### config.mk
export PLATFORM = sky130hd
export DESIGN_NAME = sgpio_rx_multi
export DESIGN_NICKNAME = d
export VERILOG_FILES = /design/src/rtl/sgpio_pkg.sv /design/src/rtl/sgpio_sync_edge.sv /design/src/rtl/sgpio_rx_multi.sv
export SDC_FILE = /design/constraint.sdc
export NUM_CORES = 1
export LEC_CHECK = 0
export CORE_MARGIN = 1
export CORE_UTILIZATION = 40
export CTS_CLUSTER_DIAMETER = 30
export DETAILED_ROUTE_END_ITERATION = 10
export GPL_ROUTABILITY_DRIVEN = 0
export SETUP_SLACK_MARGIN = 0.3
export SLEW_MARGIN = 20
export SYNTH_ARGS = -nofsm -noshare
export SYNTH_HDL_FRONTEND = slang
export SYNTH_SLANG_ARGS = --single-unit
### constraint.sdc
create_clock -name SYSCLK -period 3.25 [get_ports SYSCLK]
set_clock_uncertainty 0.2 [all_clocks]
set_input_delay 0.8125 -clock SYSCLK [delete_from_list [all_inputs] [get_ports SYSCLK]]
set_output_delay 0.8125 -clock SYSCLK [all_outputs]
set_load 0.05 [all_outputs]
### src/rtl/sgpio_pkg.sv
`default_nettype none
// ============================================================================
//  Module      : sgpio_pkg
//  Description : Shared constants and state encoding for the SGPIO target
//                receiver (per-drive bit layout, FSM states, counter widths).
//  Revision    : 1.0  initial release
// ============================================================================
package sgpio_pkg;

    // Each drive occupies three consecutive frame bits: ACT, LOC, FAIL
    localparam int BITS_PER_DRIVE = 3;
    localparam int ACT_OFS        = 0;
    localparam int LOC_OFS        = 1;
    localparam int FAIL_OFS       = 2;

    // Width of the saturating short-frame counter
    localparam int ERR_CNT_W      = 8;

    typedef enum logic [1:0] {
        IDLE  = 2'd0,
        SHIFT = 2'd1,
        HOLD  = 2'd2
    } sgpio_state_e;

endpackage : sgpio_pkg
`default_nettype wire

### src/rtl/sgpio_sync_edge.sv
`default_nettype none
// ============================================================================
//  Module      : sgpio_sync_edge
//  Description : Two-flop synchroniser for an asynchronous input, with an
//                optional rising-edge detector on the synchronised value.
//                EDGE_EN=0 builds the synchroniser only (rise tied low).
//  Revision    : 1.0  initial release
// ============================================================================
module sgpio_sync_edge #(
    parameter bit EDGE_EN = 1'b1
) (
    input  logic clk,
    input  logic rst_n,
    input  logic d,
    output logic q,
    output logic rise
);

    logic meta_q;
    logic sync_q;

    // Two-stage synchroniser into the clk domain
    always_ff @(posedge clk or negedge rst_n) begin
        if (!rst_n) begin
            meta_q <= 1'b0;
            sync_q <= 1'b0;
        end else begin
            meta_q <= d;
            sync_q <= meta_q;
        end
    end

    assign q = sync_q;

    generate
        if (EDGE_EN) begin : g_edge
            logic prev_q;

            // Delayed copy of the synchronised value for edge detection
            always_ff @(posedge clk or negedge rst_n) begin
                if (!rst_n) begin
                    prev_q <= 1'b0;
                end else begin
                    prev_q <= sync_q;
                end
            end

            assign rise = sync_q & ~prev_q;
        end else begin : g_no_edge
            assign rise = 1'b0;
        end
    endgenerate

endmodule : sgpio_sync_edge
`default_nettype wire

### src/rtl/sgpio_rx_multi.sv
`default_nettype none
// ============================================================================
//  Module      : sgpio_rx_multi
//  Description : SGPIO (SFF-8485) target receiver. Decodes ACT/LOC/FAIL for
//                NUM_DRIVES drives, checks frame length, watches for link
//                loss and counts short frames.
//                Optional macro SGPIO_ACT_STRETCH_EN: per-drive activity
//                stretch counters holding the ACT LED on for STRETCH_CYCLES.
//  Revision    : 1.0  initial release
// ============================================================================
module sgpio_rx_multi
    import sgpio_pkg::*;
#(
    parameter int          NUM_DRIVES     = 36,
    parameter logic [23:0] TIMEOUT_CYCLES = 24'd2_000_000,
    parameter logic [19:0] STRETCH_CYCLES = 20'd1_000_000
) (
    input  logic                  SYSCLK,
    input  logic                  RESET_N,
    input  logic                  SCLK,
    input  logic                  SLOAD,
    input  logic                  SDOUT,
    output logic [NUM_DRIVES-1:0] ACT_LED_L,
    output logic [NUM_DRIVES-1:0] LOC,
    output logic [NUM_DRIVES-1:0] FAIL,
    output logic                  LINK_UP,
    output logic                  FRAME_STB,
    output logic [ERR_CNT_W-1:0]  FRAME_ERR_CNT
);

    localparam int               FRAME_BITS = BITS_PER_DRIVE * NUM_DRIVES;
    localparam int               CNT_W      = $clog2(FRAME_BITS + 1);
    localparam logic [CNT_W-1:0] CNT_FULL   = CNT_W'(FRAME_BITS);
    localparam logic [CNT_W-1:0] CNT_ONE    = CNT_W'(1);
    localparam logic [23:0]      WD_LAST    = TIMEOUT_CYCLES - 24'd1;

    // ------------------------------------------------------------------
    // Input synchronisation
    // ------------------------------------------------------------------
    logic sclk_rise;
    logic sload_s;
    logic sdout_s;
    logic sclk_sync_unused;
    logic sload_rise_unused;
    logic sdout_rise_unused;

    sgpio_sync_edge #(.EDGE_EN(1'b1)) u_sync_sclk (
        .clk   (SYSCLK),
        .rst_n (RESET_N),
        .d     (SCLK),
        .q     (sclk_sync_unused),
        .rise  (sclk_rise)
    );

    sgpio_sync_edge #(.EDGE_EN(1'b0)) u_sync_sload (
        .clk   (SYSCLK),
        .rst_n (RESET_N),
        .d     (SLOAD),
        .q     (sload_s),
        .rise  (sload_rise_unused)
    );

    sgpio_sync_edge #(.EDGE_EN(1'b0)) u_sync_sdout (
        .clk   (SYSCLK),
        .rst_n (RESET_N),
        .d     (SDOUT),
        .q     (sdout_s),
        .rise  (sdout_rise_unused)
    );

    // ------------------------------------------------------------------
    // State
    // ------------------------------------------------------------------
    sgpio_state_e          state_q,  state_d;
    logic [CNT_W-1:0]      count_q,  count_d;
    logic [FRAME_BITS-1:0] shift_q,  shift_d;
    logic [NUM_DRIVES-1:0] act_q,    act_d;
    logic [NUM_DRIVES-1:0] loc_q,    loc_d;
    logic [NUM_DRIVES-1:0] fail_q,   fail_d;
    logic                  link_q,   link_d;
    logic                  stb_q,    stb_d;
    logic [ERR_CNT_W-1:0]  err_q,    err_d;
    logic [23:0]           wd_q,     wd_d;

    logic [NUM_DRIVES-1:0] frame_act;
    logic [NUM_DRIVES-1:0] frame_loc;
    logic [NUM_DRIVES-1:0] frame_fail;
    logic                  timeout;
    logic                  commit;

    // Slice the completed shift register into per-drive fields (bit 0 is
    // the first bit received, which ends up at the LSB after FRAME_BITS shifts)
    always_comb begin
        frame_act  = '0;
        frame_loc  = '0;
        frame_fail = '0;
        for (int i = 0; i < NUM_DRIVES; i++) begin
            frame_act[i]  = shift_q[BITS_PER_DRIVE*i + ACT_OFS];
            frame_loc[i]  = shift_q[BITS_PER_DRIVE*i + LOC_OFS];
            frame_fail[i] = shift_q[BITS_PER_DRIVE*i + FAIL_OFS];
        end
    end

    // Link-loss watchdog: fires once after TIMEOUT_CYCLES without an SCLK edge
    assign timeout = ~sclk_rise & (wd_q == WD_LAST);

    // Next-state, frame assembly, commit and watchdog logic
    always_comb begin
        state_d = state_q;
        count_d = count_q;
        shift_d = shift_q;
        act_d   = act_q;
        loc_d   = loc_q;
        fail_d  = fail_q;
        link_d  = link_q;
        stb_d   = 1'b0;
        err_d   = err_q;
        wd_d    = wd_q;
        commit  = 1'b0;

        if (sclk_rise) begin
            wd_d = '0;
        end else if (wd_q != TIMEOUT_CYCLES) begin
            wd_d = wd_q + 24'd1;
        end

        case (state_q)
            IDLE, HOLD: begin
                // Wait for a frame start; extra bits of a long vector are dropped
                if (sclk_rise && sload_s) begin
                    shift_d = {sdout_s, {(FRAME_BITS-1){1'b0}}};
                    count_d = CNT_ONE;
                    state_d = SHIFT;
                end
            end
            SHIFT: begin
                if (count_q == CNT_FULL) begin
                    commit  = 1'b1;
                    state_d = HOLD;
                end else if (sclk_rise) begin
                    if (sload_s) begin
                        // Short frame: restart with this bit as the new bit 0
                        shift_d = {sdout_s, {(FRAME_BITS-1){1'b0}}};
                        count_d = CNT_ONE;
                        if (err_q != {ERR_CNT_W{1'b1}}) begin
                            err_d = err_q + 1'b1;
                        end
                    end else begin
                        shift_d = {sdout_s, shift_q[FRAME_BITS-1:1]};
                        count_d = count_q + CNT_ONE;
                    end
                end
            end
            default: begin
                state_d = IDLE;
            end
        endcase

        if (commit) begin
            act_d  = frame_act;
            loc_d  = frame_loc;
            fail_d = frame_fail;
            link_d = 1'b1;
            stb_d  = 1'b1;
        end

        // Link loss overrides everything except the error count
        if (timeout) begin
            state_d = IDLE;
            count_d = '0;
            act_d   = '0;
            loc_d   = '0;
            fail_d  = '0;
            link_d  = 1'b0;
            stb_d   = 1'b0;
        end
    end

    // State and output registers
    always_ff @(posedge SYSCLK or negedge RESET_N) begin
        if (!RESET_N) begin
            state_q <= IDLE;
            count_q <= '0;
            shift_q <= '0;
            act_q   <= '0;
            loc_q   <= '0;
            fail_q  <= '0;
            link_q  <= 1'b0;
            stb_q   <= 1'b0;
            err_q   <= '0;
            wd_q    <= '0;
        end else begin
            state_q <= state_d;
            count_q <= count_d;
            shift_q <= shift_d;
            act_q   <= act_d;
            loc_q   <= loc_d;
            fail_q  <= fail_d;
            link_q  <= link_d;
            stb_q   <= stb_d;
            err_q   <= err_d;
            wd_q    <= wd_d;
        end
    end

`ifdef SGPIO_ACT_STRETCH_EN
    logic [19:0] stretch_q [NUM_DRIVES];
    logic [19:0] stretch_d [NUM_DRIVES];

    // Per-drive activity stretch: reload on an active commit, count down otherwise
    always_comb begin
        for (int i = 0; i < NUM_DRIVES; i++) begin
            stretch_d[i] = stretch_q[i];
            if (timeout) begin
                stretch_d[i] = '0;
            end else if (commit && frame_act[i]) begin
                stretch_d[i] = STRETCH_CYCLES;
            end else if (stretch_q[i] != '0) begin
                stretch_d[i] = stretch_q[i] - 20'd1;
            end
        end
    end

    // Stretch counter registers
    always_ff @(posedge SYSCLK or negedge RESET_N) begin
        if (!RESET_N) begin
            for (int i = 0; i < NUM_DRIVES; i++) begin
                stretch_q[i] <= '0;
            end
        end else begin
            for (int i = 0; i < NUM_DRIVES; i++) begin
                stretch_q[i] <= stretch_d[i];
            end
        end
    end

    // LED is lit while the committed bit is set or the stretch is running
    always_comb begin
        ACT_LED_L = '1;
        for (int i = 0; i < NUM_DRIVES; i++) begin
            ACT_LED_L[i] = ~(act_q[i] | (stretch_q[i] != '0));
        end
    end
`else
    assign ACT_LED_L = ~act_q;
`endif

    assign LOC           = loc_q;
    assign FAIL          = fail_q;
    assign LINK_UP       = link_q;
    assign FRAME_STB     = stb_q;
    assign FRAME_ERR_CNT = err_q;

endmodule : sgpio_rx_multi
`default_nettype wire
==> reports/qor.csv <==
stage,metric,value,unit
synth,synth_seq_cells,266,
worst_setup_path,crit_type,flop to output port,
global_route,antenna_found_initial,0,
sta,fin_crit,2.84,ns
drt,wl_per_cell,17.0,um
clock_tree,clkTransAtPathRegs,0.05,ns
clock_tree,insertion_delay,0.55,ns
outcome,status,finished with violations,
sta,worstMarginPinSlew,0.783,ns
clock_tree,cts_tree,done,
synth,syn_avg_cell_area,12.2,um2
clock_tree,cts-hold-fix-buffers,0,
clock_tree,clock-sinks,266,
global_route,gr-usage-all-layers,18.0,%
placement,placed_area,12300,um2
drt,viasPerCell,5.14,
floorplanning,io_pins,123,
synth,netlist_instances,873,
worst_setup_path,cpPeakStageDelay,0.81,ns
sta,fin_tns_setup,0,ns
worst_setup_path,crit_path_end_kind,output port,
drt,via_count,7147,
worst_setup_path,crit_chain,inv_1 -> clkdlybuf4s50_1,
clock_tree,clockBufferDepth,3,
global_route,grt_max_degree,91,
cells_and_area,fin_area,14100,um2
drt,drt-total-wl,23600,um
synth,yosysTopAreaCell,dfrtp_1,
worst_setup_path,cp_max_fo,2,
pwr,p_per_area,672,nW/um2
synth,synthDistinctLibCells,44,
synth,synth_xor_area_share,1.40,%
clock_tree,h-tree-depth,2,
worst_setup_path,arrival,1.82,ns
synth,synth_compound_gate_area_share,11.6,%
sta,rsz0062_at_grt,false,
placement,dp_hpwl,13700,um
cells_and_area,most-common-layout-cells,"dfrtp_1 (266), nor2_1 (127), clkdlybuf4s50_1 (121)",
synth,synth_top_family_by_area,compound AO/OA/AOI/OAI gates,
clock_tree,cts_buffers,53,
floorplanning,die_w,165,um
cells_and_area,layout.nets,1023,
clock_tree,postCtsSetupBuffers,0,
sta,fmax,353,MHz
job,maxCapViolations,0,
cells_and_area,fin_util,54.1,%
global_route,grt_overflow_total,0,
min_path,hold_path_class,primary input to asynchronous set/reset pin,
floorplanning,start_util,40.8,%
drt,firstDrtPassIters,8,
clock_tree,post_cts_resized,0,
synth,syn_area,10700,um2
synth,yosys.area_share.simple,9.65,%
floorplanning,die_h,165,um
synth,synth_area_leaders,"dfrtp_1 (62%), mux2i_1 (10%), a22o_1 (8.8%), nor2_1 (4.5%), buf_2 (1.6%)",
clock_tree,root_buffer,clkbuf_16,
outcome,violations,DRC,
synth,synthMuxAreaShare,10.4,%
drt,drtIter0Drc,387,
floorplanning,core_area,26100,um2
worst_setup_path,cp-start-kind,flop,
cells_and_area,n_fill_cell,2251,
cells_and_area,syn2layout_area_growth,32.6,%
pwr,peakVddDrop,353,uV
pwr,power_leakage,0.00639,uW
synth,synth.top_cell.area_share,62.4,%
placement,io_buffers,122,
synth,synthesis.nets,883,
synth,ys_async_sr_fraction,100,%
sta,period_share,87.3,%
drt,drc_errors,15,
sta,hold_viol,0,
floorplanning,die-area,27300,um2
worst_setup_path,cpMaxStageDelayCell,clkdlybuf4s50_1,
sta,slew_headroom,47.2,%
synth,synth_edf_count,0,
worst_setup_path,required,2.24,ns
drt,postRouteAntennaNets,0,
synth,synthAdderAreaFrac,0.587,%
global_route,grt_pass1_wl,39100,um
cells_and_area,antenna_cells,0,
sta,drv_slew,0,
floorplanning,row_count,59,
synth,ys_seq_area_share,62.4,%
synth,yosys_warnings,0,
global_route,grt_pass1_vias,7282,
sta,setup_violations,0,
synth,yosys_most_used_dff,dfrtp_1,
cells_and_area,layout-drive-gt1-share,11.8,%
cells_and_area,layout_commonest_cell,dfrtp_1,
==> sequential cells by signal, summed over array words and instances (netlist names), 2 cells and up <==
signal / cells
shift_q: 108
wd_q: 24
FAIL: 36
FRAME_ERR_CNT: 8
count_q: 7
LOC: 36
act_q: 36
state_q: 2
==> metrics by stage <==
stage	std cells	total power (uW)	hold WS, ns	setup slack, ns
floorplan	873	3810	0.131	0.984
global placement	1293	4010	0.138	0.648
detailed placement	1293	4030	0.136	0.657
CTS	1390	9610	0.0529	0.373
global route	1390	9840	0.0729	0.337
finish	1390	9500	0.0275	0.413
==> power breakdown <==
part	switching, uW	internal (uW)	total, uW
logic	313	156	469
registers	104	3400	3500
clock network	1800	3730	5530
==> cell type report <==
type	instances	area [um2]	share of cell area, %
sequential	266	6660	47.1
clock buffer	61	1440	10.2
multi-input combinational	506	3610	25.5
inverter	45	169	1.20
clock inverter	36	413	2.92
tap	335	419	2.97
timing repair buffer	141	1430	10.1
==> Yosys cell counts, drive strengths merged, types with 9 or more instances <==
master	count
xor2	12
nand3	14
clkbuf	20
or4	9
dfrtp	266
a21oi	17
o21ai	16
nand2	15
buf	36
nor2	128
mux2i	108
inv	45
a22o	107
o31ai	9
==> critical path, delay by kind of cell, from the launching register on <==
family                 cells  cell delay, ns
buffers and inverters      2            0.90
flip-flops                 1            0.38
==> path summary, 6_finish.rpt <==
path | depth (start not counted) | endpoint | slack [ns] | from
worst max register to register | 6 | count_q[2]$_DFFE_PN0P_ | 0.69 | wd_q[1]$_DFFE_PN0P_
worst max-delay path | 2 | ACT_LED_L[28] | 0.41 | act_q[28]$_DFFE_PN0P_
worst min register to register | 0 | u_sync_sload.q$_DFF_PN0_ | 0.15 | u_sync_sload.meta_q$_DFF_PN0_
worst min-delay path | 1 | act_q[18]$_DFFE_PN0P_ | 0.03 | RESET_N
max in group asynchronous | 2 | wd_q[2]$_DFFE_PN0P_ | 2.04 | RESET_N
min in group SYSCLK | 0 | u_sync_sload.q$_DFF_PN0_ | 0.15 | u_sync_sload.meta_q$_DFF_PN0_
==> per-layer routing <==
| layer | part of all wire, % | global-route usage [%] | routed length, um |
|---|---|---|---|
| met5 | 0 | 0 | 0 |
| met4 | 2.1 | 6.34 | 500 |
| met3 | 5.4 | 4.32 | 1270 |
| met2 | 45 | 26.2 | 10600 |
| met1 | 48 | 26.1 | 11300 |
==> kinds of logic (layout without fill, tap and decap cells) <==
kind of cell / Yosys count / count (layout)
mux: 110 / 110
compound gates: 157 / 157
fa+ha+maj: 5 / 5
flops: 266 / 266
xor+xnor: 17 / 17
simple gates: 217 / 217
buf+inv: 101 / 283
(Power assumes the default switching activity.)
